[config.mk]
export PLATFORM = sky130hd
export DESIGN_NAME = fetch_unit
export DESIGN_NICKNAME = d
export VERILOG_FILES = /design/src/rtl/fetch_unit_pkg.sv /design/src/rtl/fetch_unit_fd_reg.sv /design/src/rtl/fetch_unit.sv
export SDC_FILE = /design/constraint.sdc
export NUM_CORES = 1
export LEC_CHECK = 0
export ABC_AREA = 0
export CAP_MARGIN = 0
export CORE_MARGIN = 5
export CORE_UTILIZATION = 43
export CTS_BUF_LIST = sky130_fd_sc_hd__clkbuf_4 sky130_fd_sc_hd__clkbuf_8 sky130_fd_sc_hd__clkbuf_16
export DETAILED_ROUTE_END_ITERATION = 8
export PLACE_DENSITY = 0.9
export SYNTH_ARGS = -nofsm -noshare
export SYNTH_HDL_FRONTEND = slang
export SYNTH_SLANG_ARGS = --single-unit
[constraint.sdc]
create_clock -name clk -period 1.8 [get_ports clk]
set_clock_uncertainty 0.15 [all_clocks]
set_input_delay 0.27 -clock clk [delete_from_list [all_inputs] [get_ports clk]]
set_output_delay 0.27 -clock clk [all_outputs]
set_load 0.01 [all_outputs]
[src/rtl/fetch_unit_pkg.sv]
// Shared definitions for the F-stage fetch unit: reset constants and FSM state encoding.
// Port summary: none (package only).
// Imported by fetch_unit and fetch_unit_fd_reg.
package fetch_unit_pkg;

    localparam logic [31:0] PC_RESET_DEF  = 32'h0000_3000;  // text segment base
    localparam logic [31:0] NOP_INSTR_DEF = 32'h0000_0000;  // sll $0,$0,0

    typedef enum logic {
        F_FETCH = 1'b0,
        F_HOLD  = 1'b1
    } fetch_state_t;

endpackage

[src/rtl/fetch_unit_fd_reg.sv]
// F/D pipeline register: 64-bit {instr, pc}, loads on en, sync reset to {NOP, PC_RESET-4}.
// Ports: clk, reset (sync, high), en, instr_in/pc_in (next values), instr/pc (registered D-stage values).
// Latency: one cycle from en to output; holds value while en=0.
module fetch_unit_fd_reg
    import fetch_unit_pkg::*;
#(
    parameter logic [31:0] PC_RESET  = PC_RESET_DEF,
    parameter logic [31:0] NOP_INSTR = NOP_INSTR_DEF
) (
    input  logic        clk,
    input  logic        reset,
    input  logic        en,
    input  logic [31:0] instr_in,
    input  logic [31:0] pc_in,
    output logic [31:0] instr,
    output logic [31:0] pc
);

    logic [63:0] fd_q;

    always_ff @(posedge clk) begin
        if (reset) begin
            fd_q <= {NOP_INSTR, PC_RESET - 32'd4};
        end else if (en) begin
            fd_q <= {instr_in, pc_in};
        end
    end

    assign instr = fd_q[63:32];
    assign pc    = fd_q[31:0];

endmodule

[src/rtl/fetch_unit.sv]
// F-stage fetch unit: owns F_PC, a one-word hold buffer, the FETCH/HOLD FSM and the F/D register.
// Ports: clk/reset; D_stall and F_nextPC from hazard/NPC; F_imReq/F_imAddr/F_imValid/F_imRdata IM handshake;
// F_PC, F_busy, D_instr, D_PC outputs. Zero-wait IM gives 1 instr/cycle; stalled words park in hold_buf.
module fetch_unit
    import fetch_unit_pkg::*;
#(
    parameter logic [31:0] PC_RESET  = PC_RESET_DEF,
    parameter logic [31:0] NOP_INSTR = NOP_INSTR_DEF
) (
    input  logic        clk,
    input  logic        reset,
    input  logic        D_stall,
    input  logic [31:0] F_nextPC,
    output logic        F_imReq,
    output logic [31:0] F_imAddr,
    input  logic        F_imValid,
    input  logic [31:0] F_imRdata,
    output logic [31:0] F_PC,
    output logic        F_busy,
    output logic [31:0] D_instr,
    output logic [31:0] D_PC
);

    fetch_state_t state, next_state;
    logic [31:0]  pc_q;
    logic [31:0]  hold_buf;
    logic         fd_load;   // F/D load event: also advances F_PC
    logic         buf_load;  // word arrived while D stalled

    always_ff @(posedge clk) begin
        if (reset) begin
            state    <= F_FETCH;
            pc_q     <= PC_RESET;
            hold_buf <= NOP_INSTR;
        end else begin
            state <= next_state;
            if (fd_load) begin
                pc_q <= F_nextPC;
            end
            if (buf_load) begin
                hold_buf <= F_imRdata;
            end
        end
    end

    always_comb begin
        next_state = state;
        fd_load    = 1'b0;
        buf_load   = 1'b0;
        F_imReq    = 1'b0;
        case (state)
            F_FETCH: begin
                F_imReq = 1'b1;
                if (F_imValid) begin
                    if (D_stall) begin
                        buf_load   = 1'b1;
                        next_state = F_HOLD;
                    end else begin
                        fd_load = 1'b1;
                    end
                end
            end
            F_HOLD: begin
                if (!D_stall) begin
                    fd_load    = 1'b1;
                    next_state = F_FETCH;
                end
            end
            default: begin
                next_state = F_FETCH;
            end
        endcase
    end

    // Depends only on state and F_imValid, so no combinational path from D_stall.
    assign F_busy   = (state == F_FETCH) && !F_imValid;
    assign F_imAddr = pc_q;
    assign F_PC     = pc_q;

    fetch_unit_fd_reg #(
        .PC_RESET  (PC_RESET),
        .NOP_INSTR (NOP_INSTR)
    ) u_fd_reg (
        .clk      (clk),
        .reset    (reset),
        .en       (fd_load),
        .instr_in ((state == F_HOLD) ? hold_buf : F_imRdata),
        .pc_in    (pc_q),
        .instr    (D_instr),
        .pc       (D_PC)
    );

endmodule
==> impl_metrics.py <==
metrics = {
    "worst_hold_path": {
        "whs_endpoint": "u_fd_reg.fd_q[43]",
        "hp-class": "in -> reg",
        "hold_depth": 4,
        "min-delay-start": "reset",
    },
    "yosys": {
        "synth.most_common_cell": "nand2_1",
        "syn_inst": 565,
        "syn-num-nets": 633,
        "synth_cell_types": 21,
        "synth_xor_xnor_area_share": 0,
        "synth_seq_cells": 129,
        "synth_top_area_frac": 0.515,
        "synth_compound_area_frac": 0.157,
        "synth_edf_count": 0,
        "syn-cell-area_um2": 5020,
        "synth-adder-area-share": 0,
        "synthArstFlopShare": 0,
        "synth_warnings": 0,
        "synthTopCellsByArea": "dfxtp_1 (51%), nand2_1 (12%), a21oi_1 (8.5%), mux2i_1 (6.4%), buf_4 (6.0%)",
        "synth_top_cell_by_area": "dfxtp_1",
        "synth.area.mux_share": 0.0639,
        "synth_common_cells": "nand2_1 (166), dfxtp_1 (129), a21oi_1 (85)",
        "synth_simple_gate_area_frac": 0.166,
        "synth_top_family_by_area": "simple AND/OR/NAND/NOR gates",
        "ys_seq_area_frac": 0.515,
        "postSynthAreaPerCell_um2": 8.88,
        "yosys_most_used_dff": "dfxtp_1",
    },
    "detailed_routing": {
        "ant_nets": 0,
        "wl_mm": 14.5,
        "wl_met1_mm": 5.55,
        "via_per_inst": 5.11,
        "first_pass_iters": 4,
        "initialDrtViolationCount": 321,
        "wl_per_cell_um": 16.6,
        "dr.max_layer_used": "met4",
        "dr_wl_met3_um": 966,
        "drc": 0,
        "vias": 4477,
        "met2_length_mm": 7.58,
    },
    "finish": {
        "instances_no_fill": 876,
        "antenna_cells": 0,
        "drive_above_1_share": 0.0859,
        "nets": 789,
        "synthToLayoutAreaGrowth_pct": 50.5,
    },
    "critical_path": {
        "crit_chain": "clkdlybuf4s50_1",
        "startpoint_type": "flop",
        "crit_slowest_cell": "clkdlybuf4s50_1",
        "crit_type": "reg -> out",
        "crit_buf_inv": 1,
        "critPathCaptureType": "output pin",
        "worst_ep_required_time_ns": 1.38,
        "r2r_slack_ns": 0.23,
        "r2r-start": "state",
        "arrival_ns": 1.33,
        "path_max_fanout": 4,
        "rr_worst_depth": 4,
        "cp_top_family": "buffers and inverters",
        "slowest_delay_ns": 0.56,
        "r2r-end": "u_fd_reg.fd_q[36]",
    },
    "clock_tree": {
        "cts_sinks": 129,
        "cts-root-buf": "clkbuf_16",
        "holdBufCountCts": 0,
        "cts_made_buffers": 17,
        "clock_path_buffers": 2,
        "clk_pin_slew_ns": 0.06,
        "clock_latency_ns": 0.40,
        "htree_levels": 4,
        "cts_tree": "yes",
    },
    "flow_run": {
        "drv_cap": 0,
    },
    "floorplanning": {
        "fp-row-count": 39,
        "core-area_um2": 11400,
        "pin_count": 198,
        "die_w_um": 118,
        "start_util": 0.439,
        "die_h_um": 118,
        "die_area_um2": 13900,
    },
    "power_and_ir_drop": {
        "vdd_drop_max_v": 0.000881,
        "leakage_nw": 3.31,
        "powerDensity_nw_per_um2": 968,
        "finalPower_w": 0.00731,
    },
    "placed_design": {
        "gp_congestion": 0.845,
        "dp.cells": 845,
        "detailed_place_hpwl_mm": 10.2,
        "io_buffer_count": 197,
    },
    "sta": {
        "tightest_slew_ns": 0.387,
        "drv_slew": 0,
        "holdWs_ns": 0.243,
        "max_freq_mhz": 570,
        "finalHoldViolCount": 0,
        "min_period_ns": 1.75,
        "setup_violations": 0,
        "rsz0062_at_grt": "false",
        "maxSlewHeadroom": 0.742,
        "fin_crit_sh": 0.974,
    },
    "global_route": {
        "antenna_found_initial": 0,
        "grt_first_pass_wirelength_mm": 23.4,
        "grt_pass1_vias": 4676,
        "grt_max_degree": 45,
        "track_usage": 0.204,
        "globalRouteOverflowTotal": 0,
    },
    "status": {
        "outcome": "finished, final reports clean",
    },
}
[kinds of logic (layout without fill, tap and decap cells)]
group / count (synthesis) / count (layout)
mux: 32 / 32
flops: 129 / 129
simple gates: 208 / 208
compound gates: 119 / 119
buf+inv: 77 / 245
[sequential cells by signal, summed over array words and instances, names as in the netlist]
register and cells:
u_fd_reg.fd_q 64, F_PC 32, hold_buf 32, state 1
[metal layers]
metal | vias to the layer above | track usage
li1 | 2166 | -
met1 | 2101 | 0.225
met2 | 172 | 0.359
met3 | 38 | 0.0630
met4 | 0 | 0.0875
met5 | - | 0
[power by group]
part,switching [W],internal (W)
Clock,0.00117,0.00208
Sequential,0.000105,0.00300
Combinational,0.000441,0.000510
[worst max path at each step]
stage | startpoint | endpoint | cells after the start
final | F_PC[22] | F_imAddr[22] | 1
after global routing | F_PC[10] | F_imAddr[10] | 1
after CTS | F_PC[3] | F_PC[3] | 1
after detailed placement | F_imValid | u_fd_reg.fd_q[56] | 6
after global placement | F_imValid | u_fd_reg.fd_q[54] | 6
after floorplan | state | F_PC[12] | 6
[per-stage QoR]
stage          setup WS, ns   util  area, µm²  TNS, ns
2_1_floorplan         0.401      -       5020        0
3_3_place_gp        -0.0327  0.604       6890   -0.656
3_5_place_dp         -0.101  0.604       6890    -3.21
4_1_cts            0.000824  0.652       7450        0
5_1_grt            0.000296  0.661       7550        0
6_report             0.0465  0.661       7550        0
[worst min-delay path, delay by kind of cell]
kind | cells | cell delay [ns]
AOI/OAI and AO/OA | 1 | 0.12
buffers and inverters | 2 | 0.29
and+or+nand+nor | 1 | 0.06
[timing repair]
action / in CTS / in global routing
endpoints found under the setup margin: 14 / 43
resized for setup: 13 / 40
buffers inserted: 0 / 0
[placed cells by master (no fill, tap or decap), types with 5 or more instances in the layout]
master           synthesis  final
a21oi_1                 85     85
buf_12                   0      7
buf_4                   40     10
clkbuf_16                0     17
clkdlybuf4s50_1          0    144
clkinv_2                 0      5
dfxtp_1                129    128
dlygate4sd2_1            0     12
dlymetal6s2s_1           0     40
mux2i_1                 32     32
nand2_1                166    166
nor2_1                  12     12
nor3_1                  24     24
o2bb2ai_1               22     22
o2bb2ai_2               10     10
[cell type report]
type | instances | area (µm²)
multi-input combinational | 359 | 1950
inverter | 1 | 3.75
fill | 892 | 3870
timing repair buffer | 213 | 2260
tap | 143 | 179
sequential | 129 | 2590
clock inverter | 11 | 115
clock buffer | 20 | 454
Note: power is estimated with default switching activity, not from simulation.
